==> src/rtl/multi_button_debounce_pkg.sv <==
// Shared types and default timing for the multi-channel button debouncer.
package multi_button_debounce_pkg;

  typedef enum logic [1:0] {
    ST_IDLE = 2'd0,
    ST_HOLD = 2'd1,
    ST_RPT  = 2'd2
  } state_e;

  // Defaults assume an ~8.333 ms sample tick.
  localparam int DEF_SAMPLES      = 3;
  localparam int DEF_HOLD_TICKS   = 60;
  localparam int DEF_REPEAT_TICKS = 24;

  function automatic int max2(input int a, input int b);
    return (a > b) ? a : b;
  endfunction

endpackage

==> src/rtl/multi_button_debounce_channel.sv <==
// One button: 2-FF synchroniser, tick-sampled history, press/hold/repeat FSM.
module multi_button_debounce_channel
  import multi_button_debounce_pkg::*;
#(
  parameter int SAMPLES        = DEF_SAMPLES,
  parameter int HOLD_TICKS     = DEF_HOLD_TICKS,
  parameter int REPEAT_TICKS   = DEF_REPEAT_TICKS,
  parameter bit BTN_ACTIVE_LOW = 1'b0
) (
  input  logic i_clk,
  input  logic i_rst_n,
  input  logic i_ena,
  input  logic i_btn,
  input  logic i_repeat_en,
  output logic o_level,
  output logic o_press,
  output logic o_release,
  output logic o_repeat
);

  localparam int CW = $clog2(max2(HOLD_TICKS, REPEAT_TICKS) + 1);
  localparam logic [CW-1:0] HOLD_LIM = CW'(HOLD_TICKS);
  localparam logic [CW-1:0] RPT_LIM  = CW'(REPEAT_TICKS);

  logic [1:0]         sync_q;
  logic [SAMPLES-1:0] hist_q, hist_d;
  state_e             state_q, state_d;
  logic [CW-1:0]      cnt_q, cnt_d, lim;
  logic [CW:0]        cnt_inc;
  logic               level_q, level_d, press_q, press_d;
  logic               release_q, release_d, repeat_q, repeat_d;
  logic               btn_s;

  assign btn_s   = sync_q[1] ^ BTN_ACTIVE_LOW;
  assign hist_d  = i_ena ? {hist_q[SAMPLES-2:0], btn_s} : hist_q;
  assign lim     = (state_q == ST_HOLD) ? HOLD_LIM : RPT_LIM;
  assign cnt_inc = {1'b0, cnt_q} + 1'b1;

  always_comb begin
    state_d   = state_q;
    cnt_d     = cnt_q;
    level_d   = level_q;
    press_d   = 1'b0;
    release_d = 1'b0;
    repeat_d  = 1'b0;
    if (i_ena) begin
      unique case (state_q)
        ST_IDLE: if (&hist_d) begin
          state_d = ST_HOLD;
          cnt_d   = '0;
          level_d = 1'b1;
          press_d = 1'b1;
        end
        ST_HOLD, ST_RPT: begin
          // Release is checked first so it beats a coincident repeat expiry.
          if (~|hist_d) begin
            state_d   = ST_IDLE;
            cnt_d     = '0;
            level_d   = 1'b0;
            release_d = 1'b1;
          end else if (cnt_inc >= {1'b0, lim}) begin
            if (i_repeat_en) begin
              state_d  = ST_RPT;
              cnt_d    = '0;
              repeat_d = 1'b1;
            end else begin
              cnt_d = lim;
            end
          end else begin
            cnt_d = cnt_inc[CW-1:0];
          end
        end
        default: state_d = ST_IDLE;
      endcase
    end
  end

  always_ff @(posedge i_clk or negedge i_rst_n) begin
    if (!i_rst_n) begin
      sync_q    <= '0;
      hist_q    <= '0;
      state_q   <= ST_IDLE;
      cnt_q     <= '0;
      level_q   <= 1'b0;
      press_q   <= 1'b0;
      release_q <= 1'b0;
      repeat_q  <= 1'b0;
    end else begin
      sync_q    <= {sync_q[0], i_btn};
      hist_q    <= hist_d;
      state_q   <= state_d;
      cnt_q     <= cnt_d;
      level_q   <= level_d;
      press_q   <= press_d;
      release_q <= release_d;
      repeat_q  <= repeat_d;
    end
  end

  assign o_level   = level_q;
  assign o_press   = press_q;
  assign o_release = release_q;
  assign o_repeat  = repeat_q;

endmodule

==> src/rtl/multi_button_debounce.sv <==
// CHANNELS independent debounced buttons sharing one sample tick.
module multi_button_debounce
  import multi_button_debounce_pkg::*;
#(
  parameter int CHANNELS       = 4,
  parameter int SAMPLES        = DEF_SAMPLES,
  parameter int HOLD_TICKS     = DEF_HOLD_TICKS,
  parameter int REPEAT_TICKS   = DEF_REPEAT_TICKS,
  parameter bit BTN_ACTIVE_LOW = 1'b0
) (
  input  logic                i_clk,
  input  logic                i_rst_n,
  input  logic                i_ena,
  input  logic [CHANNELS-1:0] i_btn,
  input  logic [CHANNELS-1:0] i_repeat_en,
  output logic [CHANNELS-1:0] o_level,
  output logic [CHANNELS-1:0] o_press,
  output logic [CHANNELS-1:0] o_release,
  output logic [CHANNELS-1:0] o_repeat,
  output logic                o_any_press
);

  // Reset asserts asynchronously but leaves reset two clocks after the pin rises.
  logic [1:0] rst_sync_q;
  logic       rst_n_s;

  always_ff @(posedge i_clk or negedge i_rst_n) begin
    if (!i_rst_n) rst_sync_q <= '0;
    else          rst_sync_q <= {rst_sync_q[0], 1'b1};
  end
  assign rst_n_s = rst_sync_q[1];

  for (genvar g = 0; g < CHANNELS; g++) begin : g_ch
    multi_button_debounce_channel #(
      .SAMPLES        (SAMPLES),
      .HOLD_TICKS     (HOLD_TICKS),
      .REPEAT_TICKS   (REPEAT_TICKS),
      .BTN_ACTIVE_LOW (BTN_ACTIVE_LOW)
    ) u_ch (
      .i_clk       (i_clk),
      .i_rst_n     (rst_n_s),
      .i_ena       (i_ena),
      .i_btn       (i_btn[g]),
      .i_repeat_en (i_repeat_en[g]),
      .o_level     (o_level[g]),
      .o_press     (o_press[g]),
      .o_release   (o_release[g]),
      .o_repeat    (o_repeat[g])
    );
  end

  assign o_any_press = |o_press;

endmodule

==> config.mk <==
export PLATFORM = sky130hd
export DESIGN_NAME = multi_button_debounce
export DESIGN_NICKNAME = d
export VERILOG_FILES = /design/src/rtl/multi_button_debounce_pkg.sv /design/src/rtl/multi_button_debounce_channel.sv /design/src/rtl/multi_button_debounce.sv
export SDC_FILE = /design/constraint.sdc
export NUM_CORES = 1
export LEC_CHECK = 0
export ABC_AREA = 1
export CAP_MARGIN = 30
export CORE_MARGIN = 1
export CORE_UTILIZATION = 35
export CTS_CLUSTER_DIAMETER = 120
export CTS_CLUSTER_SIZE = 8
export DETAILED_ROUTE_END_ITERATION = 16
export SETUP_SLACK_MARGIN = 0.3
export SYNTH_ARGS = -nofsm -noshare
export SYNTH_HDL_FRONTEND = slang
export SYNTH_SLANG_ARGS = --single-unit
==> constraint.sdc <==
create_clock -name i_clk -period 2.9 [get_ports i_clk]
set_clock_uncertainty 0.05 [all_clocks]
set_input_delay 0.435 -clock i_clk [delete_from_list [all_inputs] [get_ports i_clk]]
set_output_delay 0.435 -clock i_clk [all_outputs]
set_load 0.01 [all_outputs]
==> results.md <==
* Clock share of power at 0.226
* Max-slew headroom at 0.448
* DRC errors left at 0
* CTS Buffer Depth at 2
* Tmin final at 2320 ps
* Clock root buffer: clkbuf_8
* Worst Hold Class: input port to asynchronous set/reset pin
* Combinational power share at 0.344
* Die outline area at 11600 um^2
* Main area contributors after synthesis: dfrtp_1, nand2_1, ha_1
* Synth cell types at between 40 and 50
* Pwr Total at about 3 mW
* #FFs+latches synth at 70
* Top_reg_cell synth: dfrtp_1
* H-tree depth at 3
* Most frequent cells in the layout: nand2_1, dfrtp_1, inv_1
* Slowest-stage cell, CP: dfrtp_1
* Leak at 2.25 nW
* Clk sink count at 70
* Vias at 2880
* PostCTS Resize Cnt at 0
* Largest net degree at the start of global routing at 67
* Internal power at 1.86 mW
* CTS Hold Bufs at 1
* Post-CTS Setup Bufs at 0
* Average wire per standard cell at 11.0 um
* Initial antenna violation count at 0
* Fill cells at 1077
* Synth warnings at 0
* EDFF count, synth at 0
* Crit-path most repeated cell: nand3_1
* Most common cell after layout, fill and taps aside: nand2_1
* Setup_tns at 0 ps
* Critical path buffer and inverter count at 1
* Cells after DPL at 606
* Placer Congestion at between 0.8 and 0.9
* Row cnt at 38
* Die W at about 110 um
* Share of the synthesized area in the top cell type at 0.448
* Number of global-route vias before repair at 2787
* Critical path required time at 3100 ps
* Sw Pwr at 1.10 mW
* Initial Util at 0.361
* Area grow syn2layout at 12.0%
* Hold Slack at 189 ps
* Final core occ at 0.404
* Syn_area_per_cell at ~8.6 um^2
* Share of cells above drive strength 1 at 0.116
* P per Cell Area at 676 nW/um^2
* Mapped cell area at ~4000 um^2
* Cts bufs inserted at 9
* Vias/cell at between 4 and 5
* Status: completed
* 1st-pass router iterations at 7
* TritonCTS clock tree: built
* Post-DP HPWL at 5080 um
* Max VDD drop at 0.247 mV
* Initial DRC Count at 120
* Fmax at roughly 430 MHz
* CP Max Fanout at 5
* Post-synth top area cell: dfrtp_1
* Post-synthesis cell count at 457
* Number of top-level pins at 28
* Sequential area share after synthesis at 0.448
* Max Cap Violations at 0
* Switching Share at 0.372
* First-pass GRT wire length at about 12000 um
* Placeable core area at 10800 um^2
* Worst EP arrival at around 2500 ps
* Clk slew on worst S/H paths at around 70 ps
* Final Hold Fails at 0
* Finished Layout Cells at 622
* Crit path max-delay family: simple AND/OR/NAND/NOR gates
* Layout Nets at 514
* Worst-Margin Slew at 827 ps
* RSZ-0062 raised after global routing: false
* Async SR Flop Fraction at 1.00
* GR Util All Layers at 0.137
* Syn nets at about 490
* Critical Path Sink Type: flop
* Die Y at 108 um
* Critical path type: flop to flop
* Post-route ant nets at 0
* Seq pwr share at 0.430
* Later-pin clock latency in the skew report at 350 ps
* Crit path largest cell delay at 430 ps
* Total wire length at 6860 um
* Critical-path cell list: nand4_1 -> or2_2 -> xor2_1 -> inv_1 -> ha_1 -> a21boi_1 -> nand3_1 -> o21ai_1 -> o21ai_0 -> nand3_1 -> nand2_1
* Port buffer count at 27
* Final setup fails at 0
* Max-slew violation count at 0
* GRT overflow at 0
* Final period util at 0.801
* Diode count at 0
* Critical Path Start Type: flop
[kinds of logic after synthesis]
| family | after synthesis | share of synthesized area |
|---|---|---|
| XOR/XNOR | 10 | 0.0224 |
| AO/OA/AOI/OAI | 50 | 0.0800 |
| flip-flops | 70 | 0.448 |
| AND/OR/NAND/NOR | 214 | 0.262 |
| buffers and inverters | 87 | 0.107 |
| adder cells (fa/ha/maj) | 25 | 0.0800 |
| other | 1 | 0.000959 |
[area by class of cell]
| type | instances | area (um^2) | share of cell area |
|---|---|---|---|
| flip-flops and latches | 70 | 1750 | 0.400 |
| multi-input cells | 300 | 1740 | 0.398 |
| repair buffers | 30 | 295 | 0.0674 |
| inverters | 67 | 254 | 0.0580 |
| well taps | 140 | 175 | 0.0400 |
| clock buffers | 13 | 149 | 0.0340 |
| clock inverters | 2 | 10.0 | 0.00229 |
[synthesized netlist by cell type (2+ instances only)]
| cell type | count |
|---|---|
| a21oi_1 | 5 |
| buf_4 | 16 |
| buf_6 | 2 |
| dfrtp_1 | 70 |
| ha_1 | 25 |
| inv_1 | 56 |
| inv_2 | 10 |
| nand2_1 | 124 |
| nand2_2 | 6 |
| nand3_1 | 31 |
| nand3_2 | 3 |
| nand3b_1 | 4 |
| nand4_1 | 9 |
| nand4_2 | 2 |
| nor2_1 | 15 |
| nor2_4 | 3 |
| nor3_1 | 6 |
| o21ai_0 | 6 |
| o21ai_1 | 24 |
| o21ai_2 | 6 |
| o22ai_1 | 2 |
| or2_1 | 4 |
| or2_2 | 2 |
| xnor2_1 | 4 |
| xor2_1 | 6 |
[power groups by stage]
| stage | Combinational [mW] | Clock (mW) | Sequential [mW] |
|---|---|---|---|
| 2_1_floorplan | 0.822 | 0 | 1.27 |
| 3_3_place_gp | 1.00 | 0 | 1.29 |
| 3_5_place_dp | 1.02 | 0 | 1.29 |
| 5_1_grt | 1.19 | 0.740 | 1.30 |
| 6_report | 1.02 | 0.670 | 1.27 |
| 4_1_cts | 1.03 | 0.696 | 1.28 |
[final timing paths]
check,startpoint,end,slack (ps),cells after the start
worst max-delay path,g_ch[1].u_ch.cnt_q[0],g_ch[1].u_ch.cnt_q[5],580,11
worst min-delay path,i_rst_n,rst_sync_q[0],190,1
worst max register to register,g_ch[1].u_ch.cnt_q[0],g_ch[1].u_ch.cnt_q[5],580,11
worst min register to register,g_ch[0].u_ch.sync_q[0],g_ch[0].u_ch.sync_q[1],300,0
max in group asynchronous,rst_sync_q[1],g_ch[3].u_ch.cnt_q[2],1820,1
min in group i_clk,g_ch[0].u_ch.sync_q[0],g_ch[0].u_ch.sync_q[1],300,0
[registers in the layout, indices dropped and copies added (netlist names)]
name and cells:
rst_sync_q 2, g_ch.u_ch.o_press 4, g_ch.u_ch.cnt_q 24, g_ch.u_ch.o_level 4, g_ch.u_ch.sync_q 8, g_ch.u_ch.o_release 4
g_ch.u_ch.hist_q 12, g_ch.u_ch.o_repeat 4, g_ch.u_ch.state_q 8
[through the flow]
step / area [um^2] / setup WS, ps
finish: 4380 / 578
global placement: 4210 / 658
global route: 4380 / 319
detailed placement: 4210 / 611
CTS: 4380 / 604
floorplan: 3910 / 756
[metal layers]
layer | GRT usage | routed length (um) | vias to the layer above
li1 | - | - | 1489
met1 | 0.173 | 3320 | 1326
met2 | 0.215 | 3150 | 52
met3 | 0.0351 | 240 | 13
met4 | 0.0724 | 157 | 0
met5 | 0 | 0 | -
(Power assumes the default switching activity.)
